$ cat config.mk
export PLATFORM = sky130hd
export DESIGN_NAME = wb_stage
export DESIGN_NICKNAME = d
export VERILOG_FILES = /design/src/rtl/wb_stage.sv
export SDC_FILE = /design/constraint.sdc
export NUM_CORES = 1
export LEC_CHECK = 0
export CORE_MARGIN = 3
export CORE_UTILIZATION = 32
export CTS_CLUSTER_SIZE = 25
export DETAILED_ROUTE_END_ITERATION = 7
export GPL_TIMING_DRIVEN = 0
export PLACE_DENSITY = 0.68
export SYNTH_ARGS = -nofsm -noshare
export SYNTH_HDL_FRONTEND = slang
export SYNTH_SLANG_ARGS = --single-unit
$ cat constraint.sdc
create_clock -name clk -period 1.7 [get_ports clk]
set_input_delay 0.34 -clock clk [delete_from_list [all_inputs] [get_ports clk]]
set_output_delay 0.34 -clock clk [all_outputs]
set_load 0.01 [all_outputs]
$ cat src/rtl/wb_stage.sv
// Write-back stage: MEM/WB pipeline register, ALU/memory select, register file
// write port, optional decode forwarding tap (WB_FWD_EN), saturating retire counter.
module wb_stage #(
  parameter int DATA_W = 8,
  parameter int ADDR_W = 3,
  parameter int CNT_W  = 16
) (
  input  logic              clk,
  input  logic              rst,
  input  logic              stall,
  input  logic              flush,
  input  logic              ex_valid,
  input  logic              ex_reg_write,
  input  logic              ex_mem_to_reg,
  input  logic [ADDR_W-1:0] ex_rd,
  input  logic [DATA_W-1:0] ex_alu_result,
  input  logic [DATA_W-1:0] ex_mem_data,
  input  logic [ADDR_W-1:0] id_rs,
  output logic              RegWrite,
  output logic [ADDR_W-1:0] write_reg_num,
  output logic [DATA_W-1:0] write_data,
  output logic              fwd_hit,
  output logic [DATA_W-1:0] fwd_data,
  output logic [CNT_W-1:0]  retire_cnt
);

  logic              r_wb_valid;
  logic              r_wb_reg_write;
  logic [ADDR_W-1:0] r_wb_rd;
  logic [DATA_W-1:0] r_wb_data;
  logic [CNT_W-1:0]  r_retire_cnt;

  logic [DATA_W-1:0] w_wb_data_nxt;
  logic              w_cnt_sat;

  assign w_wb_data_nxt = ex_mem_to_reg ? ex_mem_data : ex_alu_result;
  assign w_cnt_sat     = &r_retire_cnt;

  // Flush beats stall; on flush the payload is held, only the qualifiers drop.
  always_ff @(posedge clk) begin
    if (!rst) begin
      r_wb_valid     <= 1'b0;
      r_wb_reg_write <= 1'b0;
      r_wb_rd        <= '0;
      r_wb_data      <= '0;
      r_retire_cnt   <= '0;
    end else if (flush) begin
      r_wb_valid     <= 1'b0;
      r_wb_reg_write <= 1'b0;
    end else if (!stall) begin
      r_wb_valid     <= ex_valid;
      r_wb_reg_write <= ex_valid & ex_reg_write;
      r_wb_rd        <= ex_rd;
      r_wb_data      <= w_wb_data_nxt;
      if (ex_valid && !w_cnt_sat)
        r_retire_cnt <= r_retire_cnt + 1'b1;
    end
  end

  // Held asserted through a stall: the register file simply rewrites the same value.
  assign RegWrite      = r_wb_valid & r_wb_reg_write;
  assign write_reg_num = r_wb_rd;
  assign write_data    = r_wb_data;
  assign retire_cnt    = r_retire_cnt;

`ifdef WB_FWD_EN
  assign fwd_hit  = RegWrite & (r_wb_rd == id_rs);
  assign fwd_data = r_wb_data;
`else
  logic w_unused_rs;
  assign w_unused_rs = ^id_rs;
  assign fwd_hit     = 1'b0;
  assign fwd_data    = '0;
`endif

endmodule

# After elaboration in Yosys (flattened, before gate mapping)
# Cells that the tools add are included.
# W data, S select, Z words.
# word_totals
ram_bits	0
n_memories	0
register_bits	29
rom_bits	0
word_cells	18
latch_bits	0
output_inout_bits	37
# classes
shift	0
n_eq_ne	0
n_bitwise	5
order_cmp	0
n_addsub	1
n_reduce_logical	6
mux	1
n_div	0
mul	0
# op_table
cell	n
$add A16 B1 Y16 const B	1
$reduce_and A16 Y1	1
$mux W8	1
$not A1 Y1	3
$reduce_and A3 Y1	1
$and A1 B1 Y1	2
$reduce_and A2 Y1	1
$reduce_or A2 Y1	1
$logic_and A1 B1 Y1	1
$logic_not A1 Y1	1

# Longest topological paths before layout
# logic_depth
word_depth	4
ltp_mapped	6

# Worst setup path after synthesis
# Ideal clock, no wire load.
# synth_timing
kind	reg-to-reg
start	reg r_retire_cnt[0] (netlist: retire_cnt[0])
end	reg r_retire_cnt[7] (netlist: retire_cnt[7])
synth_period_minus_slack_ns	1.938
path_slack_ns	-0.238
t_required_ns	1.585
stages_incl_launch_ff	7
setup_time_ns	0.115
arrival_ns	1.824
cell_sequence	dfxtp_1 > ha_1 > nand4_1 > nor4_4 > buf_2 > nor4_1 > o21a_1
# synth_via
elab_chain_len	4
# synth_lines
item	line	rtl
start: declaration	31	logic [CNT_W-1:0] r_retire_cnt;
start signal: assignment	56	r_retire_cnt <= r_retire_cnt + 1'b1;
branches (longest 4 deep; another with $add A16 B1 Y16)	n/a	
# Several ways; the timed one is not identified.
# A chain may end at the register's enable or synchronous reset.

# Final worst setup path
# layout_timing
start	in ex_valid
end	reg r_retire_cnt[14] (netlist: retire_cnt[14])
# layout_via
elab_chain_len	2
# layout_lines
item	line	rtl
start: declaration	12	input logic ex_valid,
$logic_and A1 B1 Y1	55	if (ex_valid && !w_cnt_sat)
$reduce_and A3 Y1 (no line)	n/a	
# No other way between the ends.

==> flow_summary_export.csv <==
group,metric,value,unit
timing,clock.fmax,592,MHz
placed_design,portBuffers,52,
yosys,synth_edf_count,0,
timing,period_share,0.993,
timing,period_minus_slack,1.69,ns
pwr,internal_power,1.29,mW
pwr,finalPower,1.65,mW
critical_path,cp_max_fo,5,
die,die_area,5390,um2
yosys,synth_compound_area_frac,0.174,
yosys,synth_warnings,0,
pwr,power.switching,357,uW
placed_design,dp_hpwl,2660,um
critical_path,startpoint_type,"input port",
pwr,power.clock.fraction,0.446,
detailed_routing,drc,0,
global_route,grt-ovfl-total,0,
detailed_routing,antenna_left,0,
yosys,ys_seq_area_frac,0.399,
hold_path,hold_path.class,"in2reg",
job,drv_cap,0,
global_route,antenna_found_initial,0,
placed_design,gp_congestion,0.733,
cts,tritoncts,"done",
detailed_routing,vias,1478,
yosys,syn_inst,166,
finish,area_delta_synth_final,58.3,%
timing,skew,0.00176,ns
timing,finalSetupViolCount,0,
timing,fin_tns_setup,0,ns
finish,antennaDiodeCount,0,
detailed_routing,wl_per_cell,12.9,um
critical_path,r2r-start,"retire_cnt[5]",
yosys,synth-async-reset-ratio,0,
die,core,4200,um2
yosys,synth_simple_gate_area_frac,0.260,
pwr,p_leak,0.838,nW
yosys,synth_ff_type,"dfxtp_1",
hold_path,min_from,"stall",
finish,layout.cells.non_filler,291,
finish,drive_gt1_frac,0.187,
timing,finalHoldViolCount,0,
detailed_routing,routed_via_density,5.08,
yosys,synthAdderAreaFrac,0.00861,
critical_path,crit_type,"in2reg",
cts,clockRootBuffer,"clkbuf_8",
critical_path,endpoint_kind,"flop",
run_status,status,"finished, final reports clean",
yosys,synth_top_family_by_area,"simple AND/OR/NAND/NOR gates",
die,ios,66,
die,die_x,73.4,um
global_route,grt_pass1_vias,1320,
placed_design,dp.cells,276,
timing,tightest_slew,0.607,ns
timing,max-slew-margin-rel,0.595,
critical_path,cp_data_required_time,1.91,ns
cts,ctsHoldBuffers,0,
global_route,grt_usage,0.147,
cts,htreeDepth,2,
detailed_routing,drt_iter0_drc,72,
yosys,synthMuxAreaShare,0.0826,
pwr,vdd_drop_max,0.393,mV
placed_design,post_dp_cell_area,2090,um2
critical_path,critical_path_arrival,1.90,ns
finish,n_fill_cell,390,
pwr,combPwrFrac,0.125,
timing,grt_setup_unrepaired,"yes",
yosys,synth_area,1450,um2
finish,final_cell_area,2300,um2
die,rows,23,
yosys,synth_cell_types,33,
timing,fin_ws,0.0112,ns
pwr,powerDensity,717,nW/um2
pwr,p_seq_frac,0.428,
die,initial_utilization,0.346,
placed_design,place_ws,-0.630,ns
cts,cts.clk_slew.worst_paths,0.06,ns
global_route,grt_max_degree,11,
die,die-height,73.4,um
cts,cts_buffers,5,
yosys,ys_ff_latch,29,
detailed_routing,wl,3760,um
timing,final_max_slew_viol_count,0,
critical_path,cp-startpoint,"ex_valid",
global_route,grt_pass1_wl,6030,um
cts,clock_path_buffers,2,
detailed_routing,firstDrtPassIters,5,
finish,nets,270,
cts,clock_sinks,29,
pwr,switching_share,0.216,
yosys,synthXorXnorAreaFrac,0,
cts,clock_latency,0.28,ns
yosys,syn_avg_cell_area,8.76,um2
-- final timing paths --
kind / end / slack (ns) / cells after the start
setup reg to reg: retire_cnt[14] / 0.05 / 4
hold reg to reg: write_reg_num[1] / 0.47 / 2
hold / removal: r_wb_valid / 0.40 / 3
setup / recovery: retire_cnt[14] / 0.01 / 5
-- synth_stat cells, drive strengths merged (2+ instances only) --
library cell	count	share of area
inv	2	0.0052
nor2	13	0.034
nor4	5	0.032
or3b	2	0.014
nand3	6	0.021
buf	10	0.050
mux2i	12	0.083
a211oi	8	0.041
clkbuf	7	0.018
o21ai	5	0.017
nand2b	5	0.022
dfxtp	29	0.40
o31ai	8	0.041
or3	3	0.016
or4	8	0.041
a21oi	15	0.052
and3	2	0.0086
nand4	6	0.026
nand2	10	0.026
-- repair_timing --
| action | in CTS | in global routing |
|---|---|---|
| pin swaps | 3 | 5 |
| gates resized for setup | 9 | 16 |
| buffers inserted | 5 | 2 |
| setup endpoints to repair | 24 | 12 |
-- cells by family after synthesis --
| kind of cell | count (synthesis) |
|---|---|
| and+or+nand+nor | 64 |
| buffers and inverters | 19 |
| DFF | 29 |
| AOI/OAI and AO/OA | 40 |
| adders and majority gates | 1 |
| muxes | 12 |
| other | 1 |
-- layout make-up --
class / count / area, um2 / share of cell area
multi-input combinational: 126 / 851 / 0.370
clock inverter: 1 / 30.0 / 0.0130
buffer: 17 / 103 / 0.0446
tap: 50 / 62.6 / 0.0272
timing repair buffer: 59 / 573 / 0.249
inverter: 2 / 7.51 / 0.00326
sequential: 29 / 589 / 0.256
clock buffer: 7 / 86.3 / 0.0375
-- routing by layer --
metal,vias to the layer above,part of all wire,track usage
li1,757,-,-
met1,661,0.42,0.170
met2,55,0.46,0.222
met3,5,0.11,0.0752
met4,0,0.014,0.0724
met5,-,0,0
-- layout by cell type, fill, tap and decap left out, drive strengths merged, types with 9 or more instances in the layout --
master and count:
clkdlybuf4s50 48, dfxtp 29, mux2i 12, nand2 10, nor2 13, clkbuf 14, conb 9, buf 18
a21oi 15
-- flip-flops by register name, summed over array words and instances, names as in the netlist --
signal / flops
write_reg_num: 3
write_data: 8
r_wb_reg_write: 1
r_wb_valid: 1
retire_cnt: 16
-- critical path: stages --
cell and delay, ns:
clkdlybuf4s15_2 0.23, or3b_4 0.42, or3_4 0.36, or4_1 0.40, a21oi_1 0.15
-- metrics by stage --
| step | utilization | hold slack [ns] |
|---|---|---|
| global route | 0.548 | 0.424 |
| global placement | 0.497 | 0.469 |
| floorplan | - | 0.453 |
| CTS | 0.534 | 0.480 |
| detailed placement | 0.497 | 0.471 |
| finish | 0.548 | 0.399 |
-- power groups by stage --
stage                     sequential, mW  combinational, mW  clock (mW)
after CTS                          0.709              0.205       0.756
after detailed placement           0.724              0.204           0
final                              0.707              0.207       0.737
after global routing               0.708              0.229       0.775
after floorplan                    0.731             0.0872           0
after global placement             0.723              0.204           0
Power figures use the tool's default switching activity.
